<file path="src/rtl/branch_resolve.sv">
// branch_resolve: checks resolved branches against fetch predictions, redirects fetch after the delay slot
// and keeps branch / mispredict statistics.
module branch_resolve #(
    parameter int DELAY_SLOT = 1,
    parameter int CNT_W      = 32
) (
    input  logic             clk,
    input  logic             resetn,
    input  logic             flush,
    input  logic             ex_valid,
    output logic             ex_ready,
    input  logic             ex_is_branch,
    input  logic [31:0]      ex_pc,
    input  logic             ex_pred_taken,
    input  logic [31:0]      ex_pred_target,
    input  logic             ex_actual_taken,
    input  logic [31:0]      ex_actual_target,
    input  logic             ds_done,
    output logic             redirect_valid,
    input  logic             redirect_ready,
    output logic [31:0]      redirect_pc,
    output logic             mispredict,
    output logic [CNT_W-1:0] branch_cnt,
    output logic [CNT_W-1:0] mispred_cnt
);
    localparam logic [1:0] IDLE    = 2'd0;
    localparam logic [1:0] WAIT_DS = 2'd1;
    localparam logic [1:0] REDIR   = 2'd2;

    logic [1:0]  state;
    logic [1:0]  state_nxt;
    logic        accept;
    logic        mismatch;
    logic        wait_ds;
    logic [31:0] correct_pc;

    // Only non-branches may pass while waiting on the delay slot; a branch there is stalled.
    assign ex_ready       = (state == IDLE) | ((state == WAIT_DS) & ~ex_is_branch);
    assign accept         = ex_valid & ex_ready & ex_is_branch & ~flush;
    assign mismatch       = (ex_pred_taken != ex_actual_taken) |
                            (ex_actual_taken & (ex_pred_target != ex_actual_target));
    assign correct_pc     = ex_actual_taken ? ex_actual_target : ex_pc + 32'd8;
    assign wait_ds        = (DELAY_SLOT != 0) & ~ds_done;
    assign redirect_valid = state == REDIR;

    always_comb begin
        state_nxt = flush                ? IDLE :
                    (state == IDLE)      ? ((accept & mismatch) ? (wait_ds ? WAIT_DS : REDIR) : IDLE) :
                    (state == WAIT_DS)   ? (ds_done ? REDIR : WAIT_DS) :
                    (state == REDIR)     ? (redirect_ready ? IDLE : REDIR) :
                    IDLE;
    end

    always_ff @(posedge clk) begin
        if (!resetn) begin
            state       <= IDLE;
            redirect_pc <= 32'd0;
            mispredict  <= 1'b0;
            branch_cnt  <= '0;
            mispred_cnt <= '0;
        end else begin
            state      <= state_nxt;
            mispredict <= accept & mismatch;
            if (accept)
                branch_cnt <= branch_cnt + CNT_W'(1);
            if (accept & mismatch) begin
                mispred_cnt <= mispred_cnt + CNT_W'(1);
                redirect_pc <= correct_pc;
            end
        end
    end
endmodule

</file>
<file path="config.mk">
export PLATFORM = sky130hd
export DESIGN_NAME = branch_resolve
export DESIGN_NICKNAME = d
export VERILOG_FILES = /design/src/rtl/branch_resolve.sv
export SDC_FILE = /design/constraint.sdc
export NUM_CORES = 1
export LEC_CHECK = 0
export CAP_MARGIN = 20
export CORE_MARGIN = 2
export CORE_UTILIZATION = 41
export CTS_CLUSTER_SIZE = 24
export DETAILED_ROUTE_END_ITERATION = 12
export PLACE_DENSITY_LB_ADDON = 0.05
export SLEW_MARGIN = 10
export SYNTH_ARGS = -nofsm -noshare
export SYNTH_HDL_FRONTEND = slang
export SYNTH_SLANG_ARGS = --single-unit
</file>
<file path="constraint.sdc">
create_clock -name clk -period 5.75 [get_ports clk]
set_input_delay 0.8625 -clock clk [delete_from_list [all_inputs] [get_ports clk]]
set_output_delay 0.8625 -clock clk [all_outputs]
set_load 0.05 [all_outputs]
</file>
==> results by group, run 1 <==
Run status
  • Status: finished clean

Layout
  • Most common cell after layout, fill and taps aside: clkdlybuf4s50_1
  • Final net count: 994
  • Non-Filler Instances: 1070
  • Most frequent cells in the layout: clkdlybuf4s50_1 (201), dfxtp_1 (99), nand2_1 (61)
  • Layout cell share with drive strength beyond 1: 4.38%
  • P&R area growth vs syn: 41.5%
  • Diodes inserted: 0

GRT
  • Vias in the first global route: 5828
  • First-pass GRT wire length: 29.8 mm
  • Gr usage total: 25.2%
  • Grt ovf: 0
  • Initial antenna violation count: 0
  • Largest net degree at the start of global routing: 64

Pwr
  • Final Power: 1.58 mW
  • Peak supply drop: 0.163 mV
  • Leak pwr: 2.75 nW
  • Pwr Density: 191 nW/um2

Logic synthesis
  • Avg Cell Area, Syn: 8.15 um2
  • Syn Inst Count: 715
  • Top cells by area, synth: dfxtp_1 (34%), xor2_1 (6.3%), xnor2_1 (6.2%)
  • Yosys top cell area share: 34.0%
  • Synth Register Bits: 99
  • Synth warnings: 0
  • Cell Area, Synth: 5830 um2
  • Syn Nets: 823
  • Sequential element share of the synthesized area: 34.0%
  • Synth unique cells: 49
  • Yosys top cell by area: dfxtp_1

Place
  • Gpl congestion: 0.908
  • Cell Count Post-Placement: 1054
  • DP HPWL: 14.3 mm
  • IO Port Bufs: 203

CTS
  • Clock tree sinks: 99
  • CTS Buf Count: 9
  • Clk slew on worst S/H paths: 70 ps
  • Clk buf depth: 2
  • Setup Buffers After CTS: 0
  • Clock latency on the worst-skew pair: 350 ps
  • Hold Buf Count CTS: 0
  • CTS tree: done
  • Root Buffer: clkbuf_16
  • Cts repair resizes: 0
  • H-tree Lvls: 3

Timing
  • Clock skew: 7.42 ps
  • Final period utilization: 55.5%
  • Worst slew margin: 38.8%
  • Hold Violations, Final: 0
  • Max Transition Viols Final: 0
  • Fmax: 313 MHz
  • Setup TNS: 0 ps
  • Unrepaired setup endpoints after global routing: false
  • Setup violations, final: 0
  • Final min period: 3190 ps
  • Slew @ Worst Pin: 918 ps

Drt
  • Iteration-0 DRC Markers: 461
  • Total wire length: 19.1 mm
  • Drt first pass iters: 5
  • Routed vias: 6084
  • WL per Instance: 17.9 um
  • DRC: 0
  • Drt via density: 5.69
  • Antenna-violating nets left: 0

Worst setup path
  • CP Launch Type: input pin
  • Crit path DAT: 3490 ps
  • Worst Setup End Kind: flop
  • WS Path Type: in -> reg
  • Req. time, crit path: 6050 ps
  • Reg2Reg Depth: 6
  • Crit Path Max Fanout: 63

Run
  • Max Cap Viol: 0

Floorplanning
  • Site Rows: 43
  • I/O Pins: 204
  • Die ar.: 15200 um2
  • Horiz. Die Dim: 123 um
  • Die height: 123 um
  • Core box area: 13900 um2
  • Starting Density: 42.0%

Worst hold path
  • Worst hold stages: 2
  • Hold Crit Class: reg -> reg
[routing by layer]
metal | vias up | GRT usage, % | wire length [um]
li1 | 2946 | - | -
met1 | 2886 | 31.5 | 7960
met2 | 219 | 42.3 | 9340
met3 | 33 | 6.00 | 1330
met4 | 0 | 9.09 | 516
met5 | - | 0 | 0
[kinds of logic (layout without fill, tap and decap cells)]
kind of cell	count (synthesis)	in the layout	share of synthesized area [%]
DFF	99	99	34.0
muxes	21	21	3.61
buffers and inverters	63	238	4.44
and+or+nand+nor	310	310	30.4
xor gates and xnor gates	83	83	12.5
adders and majority gates	3	3	0.644
AOI/OAI and AO/OA	136	136	14.5
[path summary, 6_finish.rpt]
check	from	end	slack (ps)
worst min-delay path	redirect_pc[29]	redirect_pc[29]	460
worst max register to register	state[1]	branch_cnt[21]	3350
worst max-delay path	ex_actual_taken	mispred_cnt[17]	2560
worst min register to register	redirect_pc[29]	redirect_pc[29]	460
[state kept, by name, indices dropped and copies added, names as in the netlist]
register,flops
branch_cnt,32
mispred_cnt,32
mispredict,1
redirect_pc,32
state,2
[Yosys cell counts, drive strengths merged]
library cell,count
a311oi,1
dfxtp,99
a31o,1
nand4b,1
o31ai,10
and2,3
nand3,56
nand4,35
clkbuf,31
nand3b,1
o211ai,9
o311ai,8
ha,3
mux2i,21
nand2b,33
o21ai,43
xor2,42
or3,4
a211oi,5
nor3,14
buf,19
a21oi,41
o2111ai,9
xnor2,41
nand4bb,1
inv,13
nor4,21
nor2,41
nand2,62
and4,8
nor2b,3
o41ai,7
and3,10
o21a,2
or4,17
[where the power goes]
part	internal [mW]	total, mW	leakage [nW]	switching [mW]
combinational	0.116	0.246	1.81	0.130
clock	0.361	0.633	0.145	0.272
sequential	0.694	0.700	0.799	0.00597
[stage by stage]
step	hold WS [ps]	instance area (um2)	utilization (%)	worst slack (ps)
finish	464	8250	59.4	2560
global route	489	8250	59.4	2380
CTS	466	8230	59.3	2340
detailed placement	449	7930	57.1	1980
global placement	444	7930	57.1	2040
floorplan	549	5830	-	3220
[critical path: stages]
cell      delay, ps
buf_2            80
buf_4           520
nand2_1         160
nor3_1          280
nand4_1         230
or4_1           740
buf_8           260
a211oi_1        210
a31o_1          130
[area by class of cell]
| class | instances | area (um2) |
|---|---|---|
| inverters | 13 | 48.8 |
| repair buffers | 210 | 2080 |
| flip-flops and latches | 99 | 1980 |
| well taps | 180 | 225 |
| fillers | 1263 | 5630 |
| multi-input cells | 553 | 3610 |
| clock inverters | 3 | 46.3 |
| clock buffers | 12 | 256 |
No activity file was read; power rests on OpenSTA's default activity.
==> inputs of run 2 (changes only) <==
- clock period: 5.75 -> 2.8 ns (I/O delays scaled with it)
==> run 2 against run 1 <==
Effect of this change:
- clock-buffer cell count shrank 1
- final area grew 1.7%
- clock power grew 90%
- critical path depth grew 1
- largest power group unchanged
- clock skew is essentially flat
- highest routed layer unchanged
- sequential cell count is the same
- non-clock buffer count grew 20
- via count grew 1.0%
==> results by group, run 2 (synthesis results as in run 1) <==
Run status
  • Status: finished clean

Timing
  • Final period utilization: 88.6%
  • Final min period: 2480 ps
  • Unrepaired setup endpoints after global routing: false
  • Worst slew margin: 61.2% (+22 points)
  • Clock skew: 7.12 ps (-0.302 ps)
  • Fmax: 403 MHz
  • Slew @ Worst Pin: 581 ps (-337 ps)
  • Final WS setup: 319 ps (-2240 ps)
  • Max Transition Viols Final: 0 (unchanged)
  • Hold Violations, Final: 0 (unchanged)
  • Setup violations, final: 0 (unchanged)

Floorplanning
  • Starting Density: 42.0% (unchanged)
  • Die ar.: 15200 um2 (unchanged)
  • Die height: 123 um (unchanged)
  • Site Rows: 43 (unchanged)
  • Horiz. Die Dim: 123 um (unchanged)
  • Core box area: 13900 um2 (unchanged)
  • I/O Pins: 204 (unchanged)

CTS
  • Root Buffer: clkbuf_16
  • CTS Buf Count: 9 (unchanged)
  • Cts repair resizes: 0 (unchanged)
  • Setup Buffers After CTS: 0 (unchanged)
  • Clock tree sinks: 99 (unchanged)
  • Hold Buf Count CTS: 0 (unchanged)
  • Clk buf depth: 2 (unchanged)
  • H-tree Lvls: 3 (unchanged)
  • Clk slew on worst S/H paths: 70 ps (about the same)
  • CTS tree: done
  • Clock latency on the worst-skew pair: 350 ps (about the same)

Worst setup path
  • Req. time, crit path: 3060 ps (-2990 ps)
  • CP Launch Type: input pin
  • WS Path Type: in -> reg
  • Reg2Reg Depth: 6 (unchanged)
  • Crit path DAT: 2740 ps (-750 ps)
  • Crit Path Max Fanout: 44 (-30%)
  • Worst Setup End Kind: flop

Drt
  • Drt first pass iters: 5 (unchanged)
  • Routed vias: 6146 (+1.0%)
  • Total wire length: 18.9 mm (-1.4%)
  • Drt via density: 5.63 (-0.93%)
  • Iteration-0 DRC Markers: 508 (+10%)
  • DRC: 0 (unchanged)
  • Antenna-violating nets left: 0 (unchanged)
  • WL per Instance: 17.3 um (-3.3%)

Worst hold path
  • Worst hold stages: 2 (unchanged)
  • Hold Crit Class: reg -> reg

Layout
  • Final net count: 1014 (+2.0%)
  • Diodes inserted: 0 (unchanged)
  • Layout cell share with drive strength beyond 1: 6.59% (+2.2 points)
  • Util after Layout: 60.5% (+1.0 points)
  • Most common cell after layout, fill and taps aside: clkdlybuf4s50_1
  • Fill count: 1240 (-1.8%)
  • Biggest regs: branch_cnt x32, mispred_cnt x32, redirect_pc x32
  • Most frequent cells in the layout: clkdlybuf4s50_1 (201), dfxtp_1 (99), nand2_1 (61)
  • P&R area growth vs syn: 44.0%
  • Design Area, Final: 8390 um2 (+1.7%)

Place
  • DP HPWL: 14.5 mm (+1.5%)
  • IO Port Bufs: 203 (unchanged)
  • Post-Place Worst Slack: -3.17 ps (-1980 ps)
  • Placed inst area: 8110 um2 (+2.3%)
  • Gpl congestion: 0.860 (-5.4%)

Pwr
  • Peak supply drop: 0.343 mV (+110%)
  • Final Power: 3.15 mW (+100%)
  • Leak pwr: 2.85 nW (+3.3%)
  • Pwr Density: 376 nW/um2 (+96%)

GRT
  • Vias in the first global route: 5846 (+0.31%)
  • First-pass GRT wire length: 29.5 mm (-0.84%)
  • Initial antenna violation count: 0 (unchanged)
  • Grt ovf: 0 (unchanged)
  • Largest net degree at the start of global routing: 55 (-14%)
  • Gr usage total: 24.9% (-0.36 points)

Run
  • Max Cap Viol: 0 (unchanged)
[run 2: cell count changes in the layout (fill, tap and decap cells not counted), sizes merged]
cell | before | now
clkbuf | 12 | 11
buf | 9 | 29
bufinv | 1 | 0
clkinvlp | 1 | 0
clkinv | 0 | 4
[run 2: path summary, 6_finish.rpt]
kind / to / slack [ps] / start
max: redirect_pc[0] / 320 / ex_actual_target[13]
min reg2reg: redirect_pc[29] / 470 / redirect_pc[29]
min: redirect_pc[29] / 470 / redirect_pc[29]
max reg2reg: mispred_cnt[31] / 560 / mispred_cnt[3]
[run 2: critical path, cell delays in order]
cell             delay (ps)
clkdlybuf4s50_1         430
xor2_1                  150
nor4_1                  320
buf_4                   170
nand4_1                 120
buf_4                   180
nor4_4                  290
buf_12                  250
nor2_2                  160
a211oi_1                240
[run 2: per-layer routing]
layer | global-route usage (%) | part of all wire (%) | vias to the layer above
li1 | - | - | 2981
met1 | 30.9 | 41 | 2874
met2 | 42.1 | 49 | 264
met3 | 5.72 | 7.8 | 27
met4 | 8.81 | 2.3 | 0
met5 | 0 | 0 | -
[run 2: final cells by class]
type | instances | area, um2 | share of cell area, %
clock buffer | 11 | 243 | 2.89
clock inverter | 5 | 36.3 | 0.432
inverter | 13 | 48.8 | 0.581
multi-input combinational | 553 | 3610 | 43.0
sequential | 99 | 1980 | 23.6
tap | 180 | 225 | 2.68
timing repair buffer | 230 | 2250 | 26.8
[run 2: through the flow]
step	std cells	TNS (ps)	hold slack [ps]
after floorplan	715	0	492
after global placement	1075	0	448
after detailed placement	1075	-7.95	461
after CTS	1091	0	471
after global routing	1091	0	494
final	1091	0	466
[run 2: where the power goes]
| group | total [mW] | internal (mW) | switching (mW) |
|---|---|---|---|
| combinational | 0.516 | 0.247 | 0.269 |
| sequential | 1.44 | 1.42 | 0.0118 |
| clock | 1.20 | 0.632 | 0.567 |
| total | 3.15 | 2.30 | 0.848 |
